==> src/rtl/sequencer_tone_gen_if.sv <==
// Note-code input and tone/status output bundle for sequencer_tone_gen.
// Latency: wires only; all timing lives in the consumer of the slave modport.
// Backpressure: none; note_in is sampled every cycle and outputs are always valid.
//
// Signals:
//   note_in  - 4-bit note code (0 = OFF, 1..13 = lowC..highC, 14/15 invalid)
//   enable   - 1 allows tone generation, 0 forces idle
//   tone_out - square-wave audio bit
//   active   - high while a note is playing or releasing
//   cur_note - note currently sounding, 0 when idle
//   bad_code - one-cycle pulse on entry into an invalid code (14/15)
interface sequencer_tone_gen_if;
    logic [3:0] note_in;
    logic       enable;
    logic       tone_out;
    logic       active;
    logic [3:0] cur_note;
    logic       bad_code;

    // Note source side.
    modport master (
        output note_in,
        output enable,
        input  tone_out,
        input  active,
        input  cur_note,
        input  bad_code
    );

    // Tone generator side.
    modport slave (
        input  note_in,
        input  enable,
        output tone_out,
        output active,
        output cur_note,
        output bad_code
    );
endinterface

==> src/rtl/sequencer_tone_gen.sv <==
// Converts sequencer note codes into a 1-bit square-wave tone with a release hold.
// Latency: every output is registered and reacts one clock after note_in/enable change.
// Backpressure: none; note_in is sampled every cycle and never stalled.
//
// Ports:
//   clk    - 10 kHz system clock
//   n_rst  - asynchronous active-low reset
//   tg     - sequencer_tone_gen_if.slave (note_in, enable in; tone_out, active,
//            cur_note, bad_code out)
// Parameters:
//   HOLD_CYCLES - cycles a note keeps sounding after the input returns to OFF (0 = none)
//   PERIOD_W    - width of the period counter (must hold 38)
// Build option:
//   TONE_DUTY25_EN - when defined, tone_out is high for floor(P/4) cycles per period
//                    instead of floor(P/2).
module sequencer_tone_gen #(
    parameter int HOLD_CYCLES = 2500,
    parameter int PERIOD_W    = 6
) (
    input  logic                  clk,
    input  logic                  n_rst,
    sequencer_tone_gen_if.slave   tg
);

    typedef enum logic [1:0] {
        IDLE    = 2'd0,
        PLAY    = 2'd1,
        RELEASE = 2'd2
    } state_t;

    localparam logic [15:0] HOLD_LOAD = 16'(HOLD_CYCLES);

    // Full-period length in clock cycles for each playable code.
    function automatic logic [PERIOD_W-1:0] period_of(input logic [3:0] code);
        logic [PERIOD_W-1:0] p;
        case (code)
            4'd1:    p = PERIOD_W'(38);
            4'd2:    p = PERIOD_W'(36);
            4'd3:    p = PERIOD_W'(34);
            4'd4:    p = PERIOD_W'(32);
            4'd5:    p = PERIOD_W'(30);
            4'd6:    p = PERIOD_W'(29);
            4'd7:    p = PERIOD_W'(27);
            4'd8:    p = PERIOD_W'(26);
            4'd9:    p = PERIOD_W'(24);
            4'd10:   p = PERIOD_W'(23);
            4'd11:   p = PERIOD_W'(21);
            4'd12:   p = PERIOD_W'(20);
            4'd13:   p = PERIOD_W'(19);
            // Unplayable codes never reach the counter; any value is harmless.
            default: p = PERIOD_W'(1);
        endcase
        return p;
    endfunction

    // Number of high cycles at the start of each period.
    function automatic logic [PERIOD_W-1:0] high_len(input logic [PERIOD_W-1:0] p);
`ifdef TONE_DUTY25_EN
        return p >> 2;
`else
        return p >> 1;
`endif
    endfunction

    state_t              state_q;
    logic [3:0]          cur_note_q;
    logic [PERIOD_W-1:0] pcnt_q;
    logic [15:0]         hold_q;
    logic                tone_q;
    logic                active_q;
    logic                bad_q;
    logic                bad_prev_q;

    logic                note_valid;
    logic                note_bad;
    logic                note_change;
    logic [PERIOD_W-1:0] cur_period;
    logic [PERIOD_W-1:0] pcnt_adv;
    logic                tone_adv;

    assign note_valid  = (tg.note_in != 4'd0) && (tg.note_in <= 4'd13);
    assign note_bad    = (tg.note_in >= 4'd14);
    assign note_change = (tg.note_in != cur_note_q);

    // Free-running continuation of the current note's phase.
    always_comb begin
        cur_period = period_of(cur_note_q);
        pcnt_adv   = (pcnt_q == cur_period - PERIOD_W'(1)) ? '0 : pcnt_q + PERIOD_W'(1);
        tone_adv   = (pcnt_adv < high_len(cur_period));
    end

    // Note start/restart always lands on pcnt = 0, which is inside the high
    // phase for every playable period, so tone_out goes straight to 1.
    always_ff @(posedge clk or negedge n_rst) begin
        if (!n_rst) begin
            state_q    <= IDLE;
            cur_note_q <= 4'd0;
            pcnt_q     <= '0;
            hold_q     <= 16'd0;
            tone_q     <= 1'b0;
            active_q   <= 1'b0;
            bad_q      <= 1'b0;
            bad_prev_q <= 1'b0;
        end else begin
            // Edge-detected so a held 14/15 reports only once.
            bad_q      <= note_bad && !bad_prev_q;
            bad_prev_q <= note_bad;

            if (!tg.enable) begin
                state_q    <= IDLE;
                cur_note_q <= 4'd0;
                pcnt_q     <= '0;
                hold_q     <= 16'd0;
                tone_q     <= 1'b0;
                active_q   <= 1'b0;
            end else begin
                case (state_q)
                    IDLE: begin
                        if (note_valid) begin
                            state_q    <= PLAY;
                            cur_note_q <= tg.note_in;
                            pcnt_q     <= '0;
                            tone_q     <= 1'b1;
                            active_q   <= 1'b1;
                        end
                    end

                    PLAY: begin
                        if (note_valid) begin
                            if (note_change) begin
                                cur_note_q <= tg.note_in;
                                pcnt_q     <= '0;
                                tone_q     <= 1'b1;
                            end else begin
                                pcnt_q <= pcnt_adv;
                                tone_q <= tone_adv;
                            end
                        end else if (HOLD_CYCLES == 0) begin
                            state_q    <= IDLE;
                            cur_note_q <= 4'd0;
                            pcnt_q     <= '0;
                            tone_q     <= 1'b0;
                            active_q   <= 1'b0;
                        end else begin
                            // OFF or invalid code: keep sounding for the hold time.
                            state_q <= RELEASE;
                            hold_q  <= HOLD_LOAD;
                            pcnt_q  <= pcnt_adv;
                            tone_q  <= tone_adv;
                        end
                    end

                    RELEASE: begin
                        // A valid note beats hold expiry on the same edge.
                        if (note_valid) begin
                            state_q <= PLAY;
                            hold_q  <= 16'd0;
                            if (note_change) begin
                                cur_note_q <= tg.note_in;
                                pcnt_q     <= '0;
                                tone_q     <= 1'b1;
                            end else begin
                                pcnt_q <= pcnt_adv;
                                tone_q <= tone_adv;
                            end
                        end else if (hold_q <= 16'd1) begin
                            // Counter would reach 0 on this edge: the release is over,
                            // giving exactly HOLD_CYCLES cycles in RELEASE.
                            state_q    <= IDLE;
                            hold_q     <= 16'd0;
                            cur_note_q <= 4'd0;
                            pcnt_q     <= '0;
                            tone_q     <= 1'b0;
                            active_q   <= 1'b0;
                        end else begin
                            hold_q <= hold_q - 16'd1;
                            pcnt_q <= pcnt_adv;
                            tone_q <= tone_adv;
                        end
                    end

                    default: begin
                        state_q    <= IDLE;
                        cur_note_q <= 4'd0;
                        pcnt_q     <= '0;
                        hold_q     <= 16'd0;
                        tone_q     <= 1'b0;
                        active_q   <= 1'b0;
                    end
                endcase
            end
        end
    end

    assign tg.tone_out = tone_q;
    assign tg.active   = active_q;
    assign tg.cur_note = cur_note_q;
    assign tg.bad_code = bad_q;

endmodule

==> src/flat_wrapper.sv <==
// flat-port wrapper written by rule: the top's interface ports become plain ports
module sequencer_tone_gen_flat 
#(
    parameter int HOLD_CYCLES = 2500,
    parameter int PERIOD_W    = 6
)
  (clk, n_rst, tg_note_in, tg_enable, tg_tone_out, tg_active, tg_cur_note, tg_bad_code);
  sequencer_tone_gen_if tg_i ();
  input  logic clk;
  input  logic n_rst;
  input wire logic [$bits(tg_i.note_in)-1:0] tg_note_in;
  input wire logic [$bits(tg_i.enable)-1:0] tg_enable;
  output wire logic [$bits(tg_i.tone_out)-1:0] tg_tone_out;
  output wire logic [$bits(tg_i.active)-1:0] tg_active;
  output wire logic [$bits(tg_i.cur_note)-1:0] tg_cur_note;
  output wire logic [$bits(tg_i.bad_code)-1:0] tg_bad_code;
  assign tg_i.note_in = tg_note_in;
  assign tg_i.enable = tg_enable;
  assign tg_tone_out = tg_i.tone_out;
  assign tg_active = tg_i.active;
  assign tg_cur_note = tg_i.cur_note;
  assign tg_bad_code = tg_i.bad_code;
  sequencer_tone_gen #(.HOLD_CYCLES(HOLD_CYCLES), .PERIOD_W(PERIOD_W)) u_core (.clk(clk), .n_rst(n_rst), .tg(tg_i));
endmodule
==> config.mk <==
export PLATFORM = sky130hd
export DESIGN_NAME = sequencer_tone_gen_flat
export DESIGN_NICKNAME = d
export VERILOG_FILES = /design/src/rtl/sequencer_tone_gen_if.sv /design/src/rtl/sequencer_tone_gen.sv /design/src/flat_wrapper.sv
export SDC_FILE = /design/constraint.sdc
export NUM_CORES = 1
export LEC_CHECK = 0
export ABC_CLOCK_PERIOD_IN_PS = 4700
export CAP_MARGIN = 20
export CORE_AREA = 2 2 81 83
export CTS_CLUSTER_DIAMETER = 30
export DETAILED_ROUTE_END_ITERATION = 6
export DIE_AREA = 0 0 83 85
export SLEW_MARGIN = 15
export SYNTH_ARGS = -nofsm -noshare
export SYNTH_HDL_FRONTEND = slang
export SYNTH_SLANG_ARGS = --single-unit
==> constraint.sdc <==
create_clock -name clk -period 4.7 [get_ports clk]
set_clock_uncertainty 0.2 [all_clocks]
set_input_delay 0.705 -clock clk [delete_from_list [all_inputs] [get_ports clk]]
set_output_delay 0.705 -clock clk [all_outputs]
set_load 0.005 [all_outputs]
-- Yosys cells after proc, flatten, opt, wreduce, memory -nomap -nowiden
Memories as Yosys holds them, arrays and structs flattened.
Index checks and enable logic that the tools add are counted.
- add/sub/neg operators: 3
- order comparisons: 4
- equality and inequality tests: 12
- mux-type cells: 37
- reduce and logical (&&, ||, !) cells: 9
- operators by type and width (operator ; count):
    16-bit two-way mux ; 4
    16-bit case mux with 3 select lines ; 1
    6-bit two-way mux ; 7
    4-bit two-way mux ; 6
    6-bit case mux with 3 select lines ; 1
    16-bit by 1-bit <= comparator with 1-bit output (second input constant) ; 1
    16-bit by 1-bit subtractor with 16-bit output (second input constant) ; 1
    4-bit case mux with 3 select lines ; 1
    2-bit two-way mux ; 5
    1-bit two-way mux ; 9
    3-bit by 2-bit != test with 1-bit output (second input constant) ; 3
    6-bit by 1-bit adder with 6-bit output (second input constant) ; 1
    6-bit equality test ; 1
    6-bit by 5-bit less-than comparator with 1-bit output ; 1
    3-bit != test (second input constant) ; 2
    1-bit case mux with 3 select lines ; 2
    2-bit case mux with 3 select lines ; 1
    3-bit AND reduction ; 2
    6-bit by 1-bit subtractor with 6-bit output (second input constant) ; 1
    4-bit >= comparator (second input constant) ; 1
    4-bit <= comparator (second input constant) ; 1
    2-bit != test (second input constant) ; 2
    4-bit by 2-bit != test with 1-bit output (second input constant) ; 1
    4-bit != test ; 1
    8 further kinds ; 9
- register bits: 32
- memory bits (read-only): 96
- input port bits: 7
- output and inout bits: 7
- logic and storage cells: 74
- memories kept: 1
- memory list (name ; words ; width ; read ports ; clocked after Yosys merged registers in ; write ports ; RTL line ; RTL):
    (name not given) ; 16 ; 6 ; 1 ; 0 ; 0 ; sequencer_tone_gen.sv:36 ; case (code)

-- Logic depth before layout (Yosys ltp)
An unclocked memory read counts as a cell.
- depth in word-level cells: 9
- depth in mapped cells: 17
- depth with buffers taken out: 15

-- Worst setup path after synthesis
No wires, ideal clock.
- path kind: reg-to-reg
- start point: register u_core.cur_note_q[1], in the netlist u_core.tg.cur_note[1]
- end point: register u_core.tone_q, in the netlist u_core.tg.tone_out
- setup time: 127 ps
- arrival: 3822 ps
- required time: 4373 ps
- setup slack: 551 ps
- cell stages (with the launch flop): 18
- buffers on the path: 2
- clock period less this slack: 4149 ps
- path through: dfrtp_1 buf_2 inv_1 ha_1 mux2_1 mux2i_1 ha_1 nand2_1 o2bb2ai_1 or4bb_1 a2111oi_2 buf_4 a21oi_1 ha_1 nand3_1 or2_2 a31oi_1 a211oi_2
- word-level cells in the longest chain between the ends: 9
- elaborated cells on any way between the ends: 12
- those cells by class: add/sub: 1; order compare: 1; eq/ne: 2; mux: 7; memory: 1
- RTL lines (what ; RTL line ; RTL):
    start, declared ; sequencer_tone_gen.sv:66 ; logic [3:0] cur_note_q;
    start signal, assigned ; sequencer_tone_gen.sv:121 ; cur_note_q <= tg.note_in;
    start signal, assigned ; sequencer_tone_gen.sv:131 ; cur_note_q <= tg.note_in;
    start signal, assigned ; sequencer_tone_gen.sv:159 ; cur_note_q <= tg.note_in;
    memory 16 x 6 bit ; n/a ;
    6-bit by 1-bit subtractor with 6-bit output ; sequencer_tone_gen.sv:88 ; pcnt_adv = (pcnt_q == cur_period - PERIOD_W'(1)) ? '0 : pcnt_q + PERIOD_W'(1);
    6-bit equality test ; sequencer_tone_gen.sv:88 ;
    6-bit two-way mux ; sequencer_tone_gen.sv:88 ;
    6-bit by 5-bit less-than comparator with 1-bit output ; sequencer_tone_gen.sv:89 ; tone_adv = (pcnt_adv < high_len(cur_period));
    1-bit two-way mux (on tied branches) ; sequencer_tone_gen.sv:166, sequencer_tone_gen.sv:130, sequencer_tone_gen.sv:158 ;
    1-bit two-way mux (on tied branches) ; sequencer_tone_gen.sv:155, sequencer_tone_gen.sv:129 ;
    1-bit case mux with 3 select lines * ; sequencer_tone_gen.sv:117 ; case (state_q)
    1-bit two-way mux * ; sequencer_tone_gen.sv:109 ; if (!tg.enable) begin
    end signal, assigned ; sequencer_tone_gen.sv:149 ; tone_q <= tone_adv;
    end signal, assigned ; sequencer_tone_gen.sv:164 ; tone_q <= tone_adv;
    end signal, assigned ; sequencer_tone_gen.sv:178 ; tone_q <= tone_adv;
    end, declared ; sequencer_tone_gen.sv:69 ; logic tone_q;
Mark *: on every way between the ends. The rest lies on a longest branch, timed or not.
A chain may end at the register's enable or synchronous reset.

-- Final worst setup path
- start point: register u_core.cur_note_q[0], in the netlist u_core.tg.cur_note[0]
- end point: register u_core.tone_q, in the netlist u_core.tg.tone_out
Same word-level chain as after synthesis.

==> results.yml <==
status:
  status: "complete, no violations"
timing:
  fin_crit_sh_pct: 91.72
  setup_tns_ns: 0
  maxSlewHeadroom_pct: 51.46
  tightest_slew_ns: 0.7281
  fmax_mhz: 232.0
  finalHoldViolCount: 0
  rsz0062_at_grt: "false"
  period_needed_ns: 4.311
  whs_ns: 0.1935
  maxSlewViolCount: 0
  setup_viol: 0
  fin_ws_ns: 0.3891
finish:
  nets: 315
  final_cells: 371
  multi_input_area_um2: 1479
  n_fill_cell: 624
  seqCellArea_um2: 802.0
  antenna_cells: 0
  final_layout_size_suffix_gt1_share_pct: 7.823
  final_area_um2: 2673
  area_delta_synth_final_pct: 11.02
yosys:
  syn_area_um2: 2407
  yosysTopAreaCell: "dfrtp_1"
  synth_flop_cell: "dfrtp_1"
  synth.top_cell.area_share_pct: 33.26
  synth_cell_types: 52
  synth.area.top_cells: "dfrtp_1, ha_1, nand2_1"
  synth_nets: 307
  synthArstFlopShare_pct: 100.0
  avgSynthCellArea_um2: 8.447
  synth_seq_cells: 32
  syn_inst: 285
  synth_top_cells_by_count: "dfrtp_1, nand2_1, nor2_1"
  seq_area_frac_synth_pct: 33.26
  yosysMostFrequentCell: "dfrtp_1"
  yosys_warnings: 0
  synth-edff-count: 0
power:
  clkPwrFrac_pct: 14.9
  leakagePower_nw: 1.160
  power_frac_comb_pct: 56.1
  power_density_nw_per_um2: 557.8
  p_seq_share_pct: 28.9
  ir_drop_uv: 296.7
  p_sw_share_pct: 44.65
  p_switching_w: 0.0006656
  intPower_w: 0.0008251
setup_path:
  cpMostUsedCell: "ha_1"
  start_kind: "flip-flop"
  crit_family: "simple AND/OR/NAND/NOR gates"
  critPathKind: "reg -> reg"
  cp-end-kind: "flip-flop"
  slowest_stage: "or4bb_1"
  reg2reg_setup_slack_ns: 0.39
  r2r_end: "u_core.tg.tone_out"
  path_buf_inv: 2
  r2r-start: "u_core.tg.cur_note[0]"
  cp_slowest_stage_delay_ns: 0.51
  path_cells: "inv_1, ha_1, mux2_1, mux2i_1, ha_1, nand2_1, o2bb2ai_1, or4bb_1, a2111oi_2, buf_4, a21oi_1, ha_1, nand3_1, or2_2, a31oi_1, a211oi_2"
  reg2reg_depth: 16
  critPathArrivalTime_ns: 4.28
  critPathRequiredTime_ns: 4.67
  path_max_fanout: 11
placement:
  post-place-cells: 363
  io_buffers: 13
  dp_hpwl_mm: 3.837
  pre_cts_ws_ns: 0.3174
  gp_congestion: 0.8568
  placed_area_um2: 2577
global_route:
  overflow: 0
  antenna_found_initial: 0
  track_usage_pct: 16.38
  grt_pass1_vias: 2000
  grt_first_pass_wirelength_mm: 9.570
  grt_max_degree: 33
clock_network:
  cts_htree_levels: 2
  cts_tree: "done"
  ctsHoldBuffers: 0
  clock_path_buffers: 2
  worstSkewPairLatency_ns: 0.29
  cts_buffers: 5
  clk_pin_slew_ns: 0.07
  cts_root_buffer: "clkbuf_8"
  cts_num_sinks: 32
die:
  fp-row-count: 29
  die_h_um: 85
  initial_core_util_pct: 38.80
  die_x_um: 83
  dieArea_um2: 7055
  core_area_um2: 6205
  io-pin-count: 14
detailed_routing:
  wl_per_cell_um: 14.24
  ant_nets: 0
  via_per_inst: 5.515
  dr.pass1.iters: 4
  first_iter_violations: 127
  drc: 0
  vias: 2046
  wl_mm: 5.283
job:
  cap_violations: 0
hold_path:
  hp-class: "reg -> reg"
  min_from: "u_core.bad_prev_q"
  holdPathEnd: "u_core.tg.bad_code"
  min_delay_path_depth: 1
[layout by cell type, fill, tap and decap left out, types with 5 or more instances in the layout]
master           netlist  routed
a21o_1                 8       8
a21oi_1               17      17
a31oi_1                8       8
clkbuf_8               0       6
clkdlybuf4s50_1        0      13
dfrtp_1               32      31
ha_1                  15      15
inv_1                 11      11
nand2_1               29      29
nand2b_1               7       7
nand3_1               10      10
nor2_1                26      26
nor2b_1                5       5
nor3_1                 6       6
nor4_1                 7       7
o21ai_0               19      19
xnor2_1                6       6
xor2_1                11      11
[metal layers]
metal,wire (um),track usage [%],up-vias
met5,0,0,-
met4,68,5.365,0
met3,154,3.988,7
met2,2480,25.37,32
met1,2581,22.61,971
li1,-,-,1036
[area by class of cell]
class	instances	share of cell area [%]
Clock inverter	1	0.2809
Clock buffer	7	3.230
Inverter	11	1.545
Sequential cell	32	30.01
Tap cell	77	3.605
Multi-Input combinational cell	226	55.34
Timing Repair Buffer	17	5.993
[flip-flops by register name (all words and copies together) (netlist names)]
name                flops
u_core.tg.active        1
u_core.state_q          2
u_core.hold_q          16
u_core.bad_prev_q       1
u_core.tg.tone_out      1
u_core.tg.bad_code      1
u_core.tg.cur_note      4
u_core.pcnt_q           6
[how the worst max path moves through the flow]
stage | start | to | slack, ns | cells past startpoint
2_1_floorplan | u_core.tg.cur_note[1] | u_core.tg.tone_out | 0.55 | 17
3_3_place_gp | u_core.tg.cur_note[0] | u_core.tg.tone_out | 0.45 | 16
3_5_place_dp | u_core.tg.cur_note[0] | u_core.tg.tone_out | 0.32 | 16
4_1_cts | u_core.tg.cur_note[0] | u_core.tg.tone_out | 0.31 | 16
5_1_grt | u_core.tg.cur_note[0] | u_core.tg.tone_out | 0.04 | 16
6_report | u_core.tg.cur_note[0] | u_core.tg.tone_out | 0.39 | 16
[metrics by stage]
stage	power, W	utilization, %
after global placement	0.001264	41.54
final	0.001491	43.07
after global routing	0.001657	43.07
after detailed placement	0.001270	41.54
after floorplan	0.001078	-
after CTS	0.001503	43.05
[power by group through the flow]
stage / Sequential [W] / Combinational, W / Clock, W
global route: 0.000447 / 0.000961 / 0.000249
detailed placement: 0.000435 / 0.000836 / 0
CTS: 0.000431 / 0.000840 / 0.000232
global placement: 0.000435 / 0.000829 / 0
floorplan: 0.000407 / 0.000671 / 0
finish: 0.000431 / 0.000837 / 0.000223
[cells by family after synthesis]
logic type                 Yosys count  synth area share, %
buffers and inverters               27                5.301
xor gates and xnor gates            17                6.185
AOI/OAI and AO/OA                   78                21.67
muxes                                4                1.715
adders and majority gates           15                7.796
DFF                                 32                33.26
and+or+nand+nor                    112                24.06
[timing repair]
item                       4_1_cts  5_1_grt
setup buffers                    0        0
setup endpoints to repair        0        1
gates resized for setup          0        1
Note: power is estimated with default switching activity, not from simulation.
